**src/rtl/multicycle_control_if.sv**
```systemverilog
// Handshake and strobe bundle between the multicycle control unit and the datapath.
// master = control unit, slave = datapath / memory side.
interface multicycle_control_if #(
    parameter int OPCODE_W = 6,
    parameter int ALUOP_W  = 2,
    parameter int CNT_W    = 32
);
    logic [OPCODE_W-1:0] opcode;
    logic                mem_ready;
    logic                pcwrite;
    logic                pcwrite_eq;
    logic                pcwrite_ne;
    logic                iord;
    logic                memread;
    logic                memwrite;
    logic                irwrite;
    logic                memtoreg;
    logic                regdst;
    logic                regwrite;
    logic                alusrca;
    logic [1:0]          alusrcb;
    logic [ALUOP_W-1:0]  aluop;
    logic [1:0]          pcsrc;
    logic [3:0]          state;
    logic [CNT_W-1:0]    retired;
    logic                trap;

    modport master (
        input  opcode, mem_ready,
        output pcwrite, pcwrite_eq, pcwrite_ne, iord, memread, memwrite, irwrite,
               memtoreg, regdst, regwrite, alusrca, alusrcb, aluop, pcsrc,
               state, retired, trap
    );

    modport slave (
        output opcode, mem_ready,
        input  pcwrite, pcwrite_eq, pcwrite_ne, iord, memread, memwrite, irwrite,
               memtoreg, regdst, regwrite, alusrca, alusrcb, aluop, pcsrc,
               state, retired, trap
    );
endinterface

```
**src/rtl/multicycle_control.sv**
```systemverilog
// Multicycle MIPS control FSM with memory-ready handshake and retired-instruction counter.
// Define MC_CTRL_ILLEGAL_TRAP_EN to park unknown opcodes in a TRAP state instead of treating them as nops.
module multicycle_control #(
    parameter int OPCODE_W = 6,
    parameter int ALUOP_W  = 2,
    parameter int CNT_W    = 32
) (
    input  logic                 clk,
    input  logic                 rst_n,
    multicycle_control_if.master bus
);

    typedef enum logic [3:0] {
        S_IDLE   = 4'd0,
        S_FETCH  = 4'd1,
        S_DECODE = 4'd2,
        S_MEMADR = 4'd3,
        S_MEMRD  = 4'd4,
        S_MEMWB  = 4'd5,
        S_MEMWR  = 4'd6,
        S_EXEC   = 4'd7,
        S_ALUWB  = 4'd8,
        S_BRANCH = 4'd9,
        S_ADDIEX = 4'd10,
        S_ADDIWB = 4'd11,
        S_JUMP   = 4'd12,
        S_TRAP   = 4'd13
    } state_e;

    typedef struct packed {
        logic       pcwrite;
        logic       pcwrite_eq;
        logic       pcwrite_ne;
        logic       iord;
        logic       memread;
        logic       memwrite;
        logic       memtoreg;
        logic       regdst;
        logic       regwrite;
        logic       alusrca;
        logic [1:0] alusrcb;
        logic [1:0] aluop;
        logic [1:0] pcsrc;
    } ctrl_t;

    localparam logic [OPCODE_W-1:0] OP_RTYPE = OPCODE_W'(6'b000000);
    localparam logic [OPCODE_W-1:0] OP_J     = OPCODE_W'(6'b000010);
    localparam logic [OPCODE_W-1:0] OP_BEQ   = OPCODE_W'(6'b000100);
    localparam logic [OPCODE_W-1:0] OP_BNE   = OPCODE_W'(6'b000101);
    localparam logic [OPCODE_W-1:0] OP_ADDI  = OPCODE_W'(6'b001000);
    localparam logic [OPCODE_W-1:0] OP_LW    = OPCODE_W'(6'b100011);
    localparam logic [OPCODE_W-1:0] OP_SW    = OPCODE_W'(6'b101011);

    state_e              state_q, state_d;
    logic [OPCODE_W-1:0] op_q, op_d;
    logic [CNT_W-1:0]    retired_q;
    ctrl_t               ctrl_q;
    logic                retire;
    logic                fetchAck;

    // Moore strobes for a state; registered against the next state so they line up with state_q.
    function automatic ctrl_t ctrlFor(input state_e s, input logic [OPCODE_W-1:0] op);
        ctrl_t c;
        c = '0;
        case (s)
            S_FETCH:  begin c.memread = 1'b1; c.alusrcb = 2'b01; end
            S_DECODE: c.alusrcb = 2'b11;
            S_MEMADR: begin c.alusrca = 1'b1; c.alusrcb = 2'b10; end
            S_MEMRD:  begin c.iord = 1'b1; c.memread = 1'b1; end
            S_MEMWB:  begin c.memtoreg = 1'b1; c.regwrite = 1'b1; end
            S_MEMWR:  begin c.iord = 1'b1; c.memwrite = 1'b1; end
            S_EXEC:   begin c.alusrca = 1'b1; c.aluop = 2'b10; end
            S_ALUWB:  begin c.regdst = 1'b1; c.regwrite = 1'b1; end
            S_BRANCH: begin
                c.alusrca    = 1'b1;
                c.aluop      = 2'b01;
                c.pcsrc      = 2'b01;
                c.pcwrite_eq = (op == OP_BEQ);
                c.pcwrite_ne = (op == OP_BNE);
            end
            S_ADDIEX: begin c.alusrca = 1'b1; c.alusrcb = 2'b10; end
            S_ADDIWB: c.regwrite = 1'b1;
            S_JUMP:   begin c.pcsrc = 2'b10; c.pcwrite = 1'b1; end
            default:  c = '0;
        endcase
        return c;
    endfunction

    always_comb begin
        state_d = state_q;
        op_d    = op_q;
        case (state_q)
            S_IDLE:   state_d = S_FETCH;
            S_FETCH:  if (bus.mem_ready) state_d = S_DECODE;
            S_DECODE: begin
                op_d = bus.opcode;
                case (bus.opcode)
                    OP_LW, OP_SW:   state_d = S_MEMADR;
                    OP_RTYPE:       state_d = S_EXEC;
                    OP_BEQ, OP_BNE: state_d = S_BRANCH;
                    OP_ADDI:        state_d = S_ADDIEX;
                    OP_J:           state_d = S_JUMP;
`ifdef MC_CTRL_ILLEGAL_TRAP_EN
                    default:        state_d = S_TRAP;
`else
                    default:        state_d = S_FETCH;
`endif
                endcase
            end
            S_MEMADR: state_d = (op_q == OP_LW) ? S_MEMRD : S_MEMWR;
            S_MEMRD:  if (bus.mem_ready) state_d = S_MEMWB;
            S_MEMWB:  state_d = S_FETCH;
            S_MEMWR:  if (bus.mem_ready) state_d = S_FETCH;
            S_EXEC:   state_d = S_ALUWB;
            S_ALUWB:  state_d = S_FETCH;
            S_BRANCH: state_d = S_FETCH;
            S_ADDIEX: state_d = S_ADDIWB;
            S_ADDIWB: state_d = S_FETCH;
            S_JUMP:   state_d = S_FETCH;
            S_TRAP:   state_d = S_TRAP;
            default:  state_d = S_IDLE;
        endcase
    end

    // Stalling in FETCH and leaving IDLE are not retirements.
    assign retire = (state_d == S_FETCH) && (state_q != S_IDLE) && (state_q != S_FETCH);

    always_ff @(posedge clk) begin
        if (!rst_n) begin
            state_q   <= S_IDLE;
            op_q      <= '0;
            retired_q <= '0;
            ctrl_q    <= '0;
        end else begin
            state_q <= state_d;
            op_q    <= op_d;
            ctrl_q  <= ctrlFor(state_d, op_d);
            if (retire) retired_q <= retired_q + 1'b1;
        end
    end

    // IR and PC load on the cycle memory hands over the instruction word.
    assign fetchAck = (state_q == S_FETCH) && bus.mem_ready;

    assign bus.pcwrite    = ctrl_q.pcwrite | fetchAck;
    assign bus.irwrite    = fetchAck;
    assign bus.pcwrite_eq = ctrl_q.pcwrite_eq;
    assign bus.pcwrite_ne = ctrl_q.pcwrite_ne;
    assign bus.iord       = ctrl_q.iord;
    assign bus.memread    = ctrl_q.memread;
    assign bus.memwrite   = ctrl_q.memwrite;
    assign bus.memtoreg   = ctrl_q.memtoreg;
    assign bus.regdst     = ctrl_q.regdst;
    assign bus.regwrite   = ctrl_q.regwrite;
    assign bus.alusrca    = ctrl_q.alusrca;
    assign bus.alusrcb    = ctrl_q.alusrcb;
    assign bus.aluop      = ALUOP_W'(ctrl_q.aluop);
    assign bus.pcsrc      = ctrl_q.pcsrc;
    assign bus.state      = state_q;
    assign bus.retired    = retired_q;
`ifdef MC_CTRL_ILLEGAL_TRAP_EN
    assign bus.trap       = (state_q == S_TRAP);
`else
    assign bus.trap       = 1'b0;
`endif

endmodule

```
**src/flat_wrapper.sv**
```systemverilog
// flat-port wrapper written by rule: the top's interface ports become plain ports
module multicycle_control_flat 
#(
    parameter int OPCODE_W = 6,
    parameter int ALUOP_W  = 2,
    parameter int CNT_W    = 32
)
  (clk, rst_n, bus_opcode, bus_mem_ready, bus_pcwrite, bus_pcwrite_eq, bus_pcwrite_ne, bus_iord, bus_memread, bus_memwrite, bus_irwrite, bus_memtoreg, bus_regdst, bus_regwrite, bus_alusrca, bus_alusrcb, bus_aluop, bus_pcsrc, bus_state, bus_retired, bus_trap);
  multicycle_control_if #(.OPCODE_W(OPCODE_W), .ALUOP_W(ALUOP_W), .CNT_W(CNT_W)) bus_i ();
  input  logic clk;
  input  logic rst_n;
  input wire logic [$bits(bus_i.opcode)-1:0] bus_opcode;
  input wire logic [$bits(bus_i.mem_ready)-1:0] bus_mem_ready;
  output wire logic [$bits(bus_i.pcwrite)-1:0] bus_pcwrite;
  output wire logic [$bits(bus_i.pcwrite_eq)-1:0] bus_pcwrite_eq;
  output wire logic [$bits(bus_i.pcwrite_ne)-1:0] bus_pcwrite_ne;
  output wire logic [$bits(bus_i.iord)-1:0] bus_iord;
  output wire logic [$bits(bus_i.memread)-1:0] bus_memread;
  output wire logic [$bits(bus_i.memwrite)-1:0] bus_memwrite;
  output wire logic [$bits(bus_i.irwrite)-1:0] bus_irwrite;
  output wire logic [$bits(bus_i.memtoreg)-1:0] bus_memtoreg;
  output wire logic [$bits(bus_i.regdst)-1:0] bus_regdst;
  output wire logic [$bits(bus_i.regwrite)-1:0] bus_regwrite;
  output wire logic [$bits(bus_i.alusrca)-1:0] bus_alusrca;
  output wire logic [$bits(bus_i.alusrcb)-1:0] bus_alusrcb;
  output wire logic [$bits(bus_i.aluop)-1:0] bus_aluop;
  output wire logic [$bits(bus_i.pcsrc)-1:0] bus_pcsrc;
  output wire logic [$bits(bus_i.state)-1:0] bus_state;
  output wire logic [$bits(bus_i.retired)-1:0] bus_retired;
  output wire logic [$bits(bus_i.trap)-1:0] bus_trap;
  assign bus_i.opcode = bus_opcode;
  assign bus_i.mem_ready = bus_mem_ready;
  assign bus_pcwrite = bus_i.pcwrite;
  assign bus_pcwrite_eq = bus_i.pcwrite_eq;
  assign bus_pcwrite_ne = bus_i.pcwrite_ne;
  assign bus_iord = bus_i.iord;
  assign bus_memread = bus_i.memread;
  assign bus_memwrite = bus_i.memwrite;
  assign bus_irwrite = bus_i.irwrite;
  assign bus_memtoreg = bus_i.memtoreg;
  assign bus_regdst = bus_i.regdst;
  assign bus_regwrite = bus_i.regwrite;
  assign bus_alusrca = bus_i.alusrca;
  assign bus_alusrcb = bus_i.alusrcb;
  assign bus_aluop = bus_i.aluop;
  assign bus_pcsrc = bus_i.pcsrc;
  assign bus_state = bus_i.state;
  assign bus_retired = bus_i.retired;
  assign bus_trap = bus_i.trap;
  multicycle_control #(.OPCODE_W(OPCODE_W), .ALUOP_W(ALUOP_W), .CNT_W(CNT_W)) u_core (.clk(clk), .rst_n(rst_n), .bus(bus_i));
endmodule
```
**config.mk**
```make
export PLATFORM = sky130hd
export DESIGN_NAME = multicycle_control_flat
export DESIGN_NICKNAME = d
export VERILOG_FILES = /design/src/rtl/multicycle_control_if.sv /design/src/rtl/multicycle_control.sv /design/src/flat_wrapper.sv
export SDC_FILE = /design/constraint.sdc
export NUM_CORES = 1
export LEC_CHECK = 0
export BUFFER_PORTS_ARGS = -buffer_cell sky130_fd_sc_hd__buf_2
export CAP_MARGIN = 20
export CORE_AREA = 2 2 76 78
export CTS_BUF_LIST = sky130_fd_sc_hd__clkbuf_8
export DETAILED_ROUTE_END_ITERATION = 8
export DIE_AREA = 0 0 78 80
export PLACE_DENSITY = 0.8
export SYNTH_ARGS = -nofsm -noshare
export SYNTH_HDL_FRONTEND = slang
export SYNTH_SLANG_ARGS = --single-unit
```
**constraint.sdc**
```tcl
create_clock -name clk -period 2.8 [get_ports clk]
set_clock_uncertainty 0.05 [all_clocks]
set_input_delay 0.28 -clock clk [delete_from_list [all_inputs] [get_ports clk]]
set_output_delay 0.28 -clock clk [all_outputs]
set_load 0.05 [all_outputs]
```
==> results.sh <==
export IMPL_tns_ns=0
export IMPL_fin_crit_sh_pct=92.6
export IMPL_ant_nets=0
export IMPL_antenna_found_initial=0
export IMPL_synth_top_cell_area_share_pct=38.8
export IMPL_rows=27
export IMPL_cts_resized=0
export IMPL_track_usage_pct=22.9
export IMPL_cts_setup_buffers=0
export IMPL_rrSetupSlack_ns=0.21
export IMPL_reg2reg_to="u_core.bus.retired[10]$_SDFFE_PN0P_"
export IMPL_async_flop_share_pct=0
export IMPL_synthTopCellsByArea="dfxtp_1, a21oi_1, o31ai_1"
export IMPL_fin_nets=399
export IMPL_final_area_um2=3400
export IMPL_avgSynthCellArea_um2=8.59
export IMPL_layout_min_cycle_time_ns=2.59
export IMPL_min_path_type="in2reg"
export IMPL_n_antenna_cell=0
export IMPL_io_pins=63
export IMPL_placedCellCount=448
export IMPL_grt_max_degree=56
export IMPL_final_hold_viol_count=0
export IMPL_num_fill_cells=508
export IMPL_status="complete, no violations"
export IMPL_use_met2_pct=36.9
export IMPL_dpl_cell_area_um2=3190
export IMPL_coreArea_um2=5410
export IMPL_worstRegToRegCells=6
export IMPL_place_gp_congestion=0.856
export IMPL_worstMarginPinSlew_ns=0.767
export IMPL_yosys_warnings=0
export IMPL_gr_usage_met1_pct=30.6
export IMPL_clk_insertion_delay_late_ns=0.34
export IMPL_layout_drive_gt1_share_pct=24.4
export IMPL_avgViaCountPerCell=6.09
export IMPL_fp_dieW_um=78
export IMPL_synth_fp_nets=352
export IMPL_required_ns=2.94
export IMPL_top_usage_layer="met2"
export IMPL_drcViolationCount=0
export IMPL_slew_viol_final=0
export IMPL_post_synth_top_count_cell="dfxtp_1"
export IMPL_dpl_hpwl_um=4810
export IMPL_grt_setup_unrepaired="false"
export IMPL_numCtsBuffers=9
export IMPL_wl_um=7240
export IMPL_min_path_cells=3
export IMPL_synth_seq_cells=57
export IMPL_fmax_ghz=0.386
export IMPL_first_global_vias=2466
export IMPL_cts_root_buf="clkbuf_8"
export IMPL_start_util_pct=54.4
export IMPL_final_util_pct=62.9
export IMPL_setup_viol=0
export IMPL_dr_total_vias=2838
export IMPL_htreeDepth=3
export IMPL_instances_no_fill=466
export IMPL_drt_pass1_iter_count=4
export IMPL_yosysSeqAreaShare_pct=38.8
export IMPL_p_leak_nw=1.33
export IMPL_area_growth_synth_to_final_pct=15.7
export IMPL_irDropWorstVdd_v=0.000319
export IMPL_r2r_start="u_core.bus.state[1]$_SDFF_PN0_"
export IMPL_whs_endpoint="u_core.op_q[1]$_SDFF_PN0_"
export IMPL_synth_top_area_cell="dfxtp_1"
export IMPL_drtIter0Drc=208
export IMPL_worst_path_max_fanout=27
export IMPL_clockBufferDepth=2
export IMPL_synth_edff_count=0
export IMPL_timing_slew_headroom_pct=48.8
export IMPL_tritoncts="yes"
export IMPL_drv_cap=0
export IMPL_cellPowerDensity_nw_per_um2=533
export IMPL_dieArea_um2=6240
export IMPL_worst_setup_path_type="reg2reg"
export IMPL_cts_hold_buf=0
export IMPL_ys_flop_type="dfxtp_1"
export IMPL_yosys_top_cells_count="dfxtp_1, a21oi_1, nand2_1, nor2_1, o31ai_1"
export IMPL_gr_total_overflow=0
export IMPL_drt_wirelength_per_cell_um=15.5
export IMPL_start_kind="flip-flop"
export IMPL_clkSinkCount=57
export IMPL_syn_instance_count=342
export IMPL_dieHeight_um=80
export IMPL_syn_area_um2=2940
export IMPL_crit_arrival_ns=2.73
export IMPL_grt_use_met3_pct=4.07
export IMPL_hold_path_startpoint="bus_opcode[1]"
export IMPL_end_kind="flip-flop"
export IMPL_ys_types=55
export IMPL_portBuffers=61
export IMPL_grt_first_pass_wirelength_um=11500
export IMPL_path_clk_slew_ns=0.07
[worst max-delay path, stage by stage, from the launching register on]
cell      delay, ns
dfxtp_1        0.53
and4b_1        0.28
a211oi_2       0.19
a21boi_2       0.33
nand3_2        0.53
o31ai_1        0.44
a21oi_1        0.10
[per-layer routing]
layer / wire, um / share of wire [%]
met5: 0 / 0
met4: 81 / 1.1
met3: 469 / 6.5
met2: 3380 / 47
met1: 3310 / 46
[registers in the layout, summed over array words and instances, names as in the netlist]
name,flops
u_core.bus.regwrite,1
u_core.op_q,6
u_core.bus.pcsrc,2
u_core.bus.regdst,1
u_core.bus.pcwrite_ne,1
u_core.bus.alusrcb,2
u_core.bus.alusrca,1
u_core.bus.iord,1
u_core.bus.memwrite,1
u_core.bus.pcwrite_eq,1
u_core.ctrl_q,1
u_core.bus.memread,1
u_core.bus.state,4
u_core.bus.memtoreg,1
u_core.bus.aluop,1
u_core.bus.retired,32
[cell usage in the layout, fill, tap and decap left out, drive strengths merged, types with 4 or more instances in the layout]
cell | Yosys | layout
nand4 | 9 | 9
or4 | 19 | 19
o31ai | 20 | 20
inv | 7 | 7
o21ai | 6 | 6
nor2 | 21 | 21
mux2i | 7 | 7
nor3 | 16 | 16
and2 | 4 | 4
nand3 | 18 | 19
nand2 | 21 | 21
o41ai | 5 | 5
clkbuf | 9 | 10
dfxtp | 57 | 57
buf | 22 | 65
or3 | 4 | 4
a21oi | 32 | 32
nand2b | 5 | 5
nor4 | 6 | 6
and3 | 11 | 11
[where the power goes]
part	total, mW	internal (mW)	switching, mW	leakage [nW]
clock	0.754	0.408	0.346	0.0912
sequential	0.837	0.824	0.0125	0.461
combinational	0.222	0.0565	0.165	0.775
[stage by stage]
| step | setup slack, ns | hold WS (ns) | power (mW) |
|---|---|---|---|
| finish | 0.206 | 0.202 | 1.81 |
| global route | 0.0553 | 0.224 | 1.89 |
| floorplan | 0.0330 | 0.377 | 1.03 |
| CTS | 0.120 | 0.190 | 1.82 |
| detailed placement | 0.147 | 0.426 | 1.07 |
| global placement | 0.191 | 0.407 | 1.06 |
[how the worst max path moves through the flow]
stage | start | slack [ns] | end | cells past startpoint
after floorplan | u_core.bus.state[0]$_SDFF_PN0_ | 0.03 | bus_pcwrite | 4
after global placement | u_core.bus.state[1]$_SDFF_PN0_ | 0.19 | u_core.bus.retired[19]$_SDFFE_PN0P_ | 6
after CTS | u_core.bus.state[1]$_SDFF_PN0_ | 0.12 | u_core.bus.retired[25]$_SDFFE_PN0P_ | 6
final | u_core.bus.state[1]$_SDFF_PN0_ | 0.21 | u_core.bus.retired[10]$_SDFFE_PN0P_ | 6
after global routing | u_core.bus.state[1]$_SDFF_PN0_ | 0.06 | u_core.bus.retired[10]$_SDFFE_PN0P_ | 6
after detailed placement | u_core.bus.state[2]$_SDFF_PN0_ | 0.15 | u_core.bus.retired[26]$_SDFFE_PN0P_ | 6
[kinds of logic (layout without fill, tap and decap cells)]
kind of cell / count (synthesis) / count (layout) / synth area share [%]
simple gates: 154 / 155 / 31.0
compound gates: 82 / 82 / 19.3
mux: 7 / 7 / 2.38
xor+xnor: 2 / 2 / 0.596
fa+ha+maj: 1 / 1 / 0.426
flops: 57 / 57 / 38.8
other cells: 1 / 1 / 0.128
buf+inv: 38 / 89 / 7.32
[layout make-up]
type	count	area, um2	share of cell area (%)
Clock buffer	9	124	3.64
Clock inverter	7	71.3	2.10
Inverter	7	26.3	0.773
Multi-Input combinational cell	248	1590	46.8
Sequential cell	57	1140	33.6
Tap cell	72	90.1	2.65
Timing Repair Buffer	66	355	10.4
Note: power is estimated with default switching activity, not from simulation.
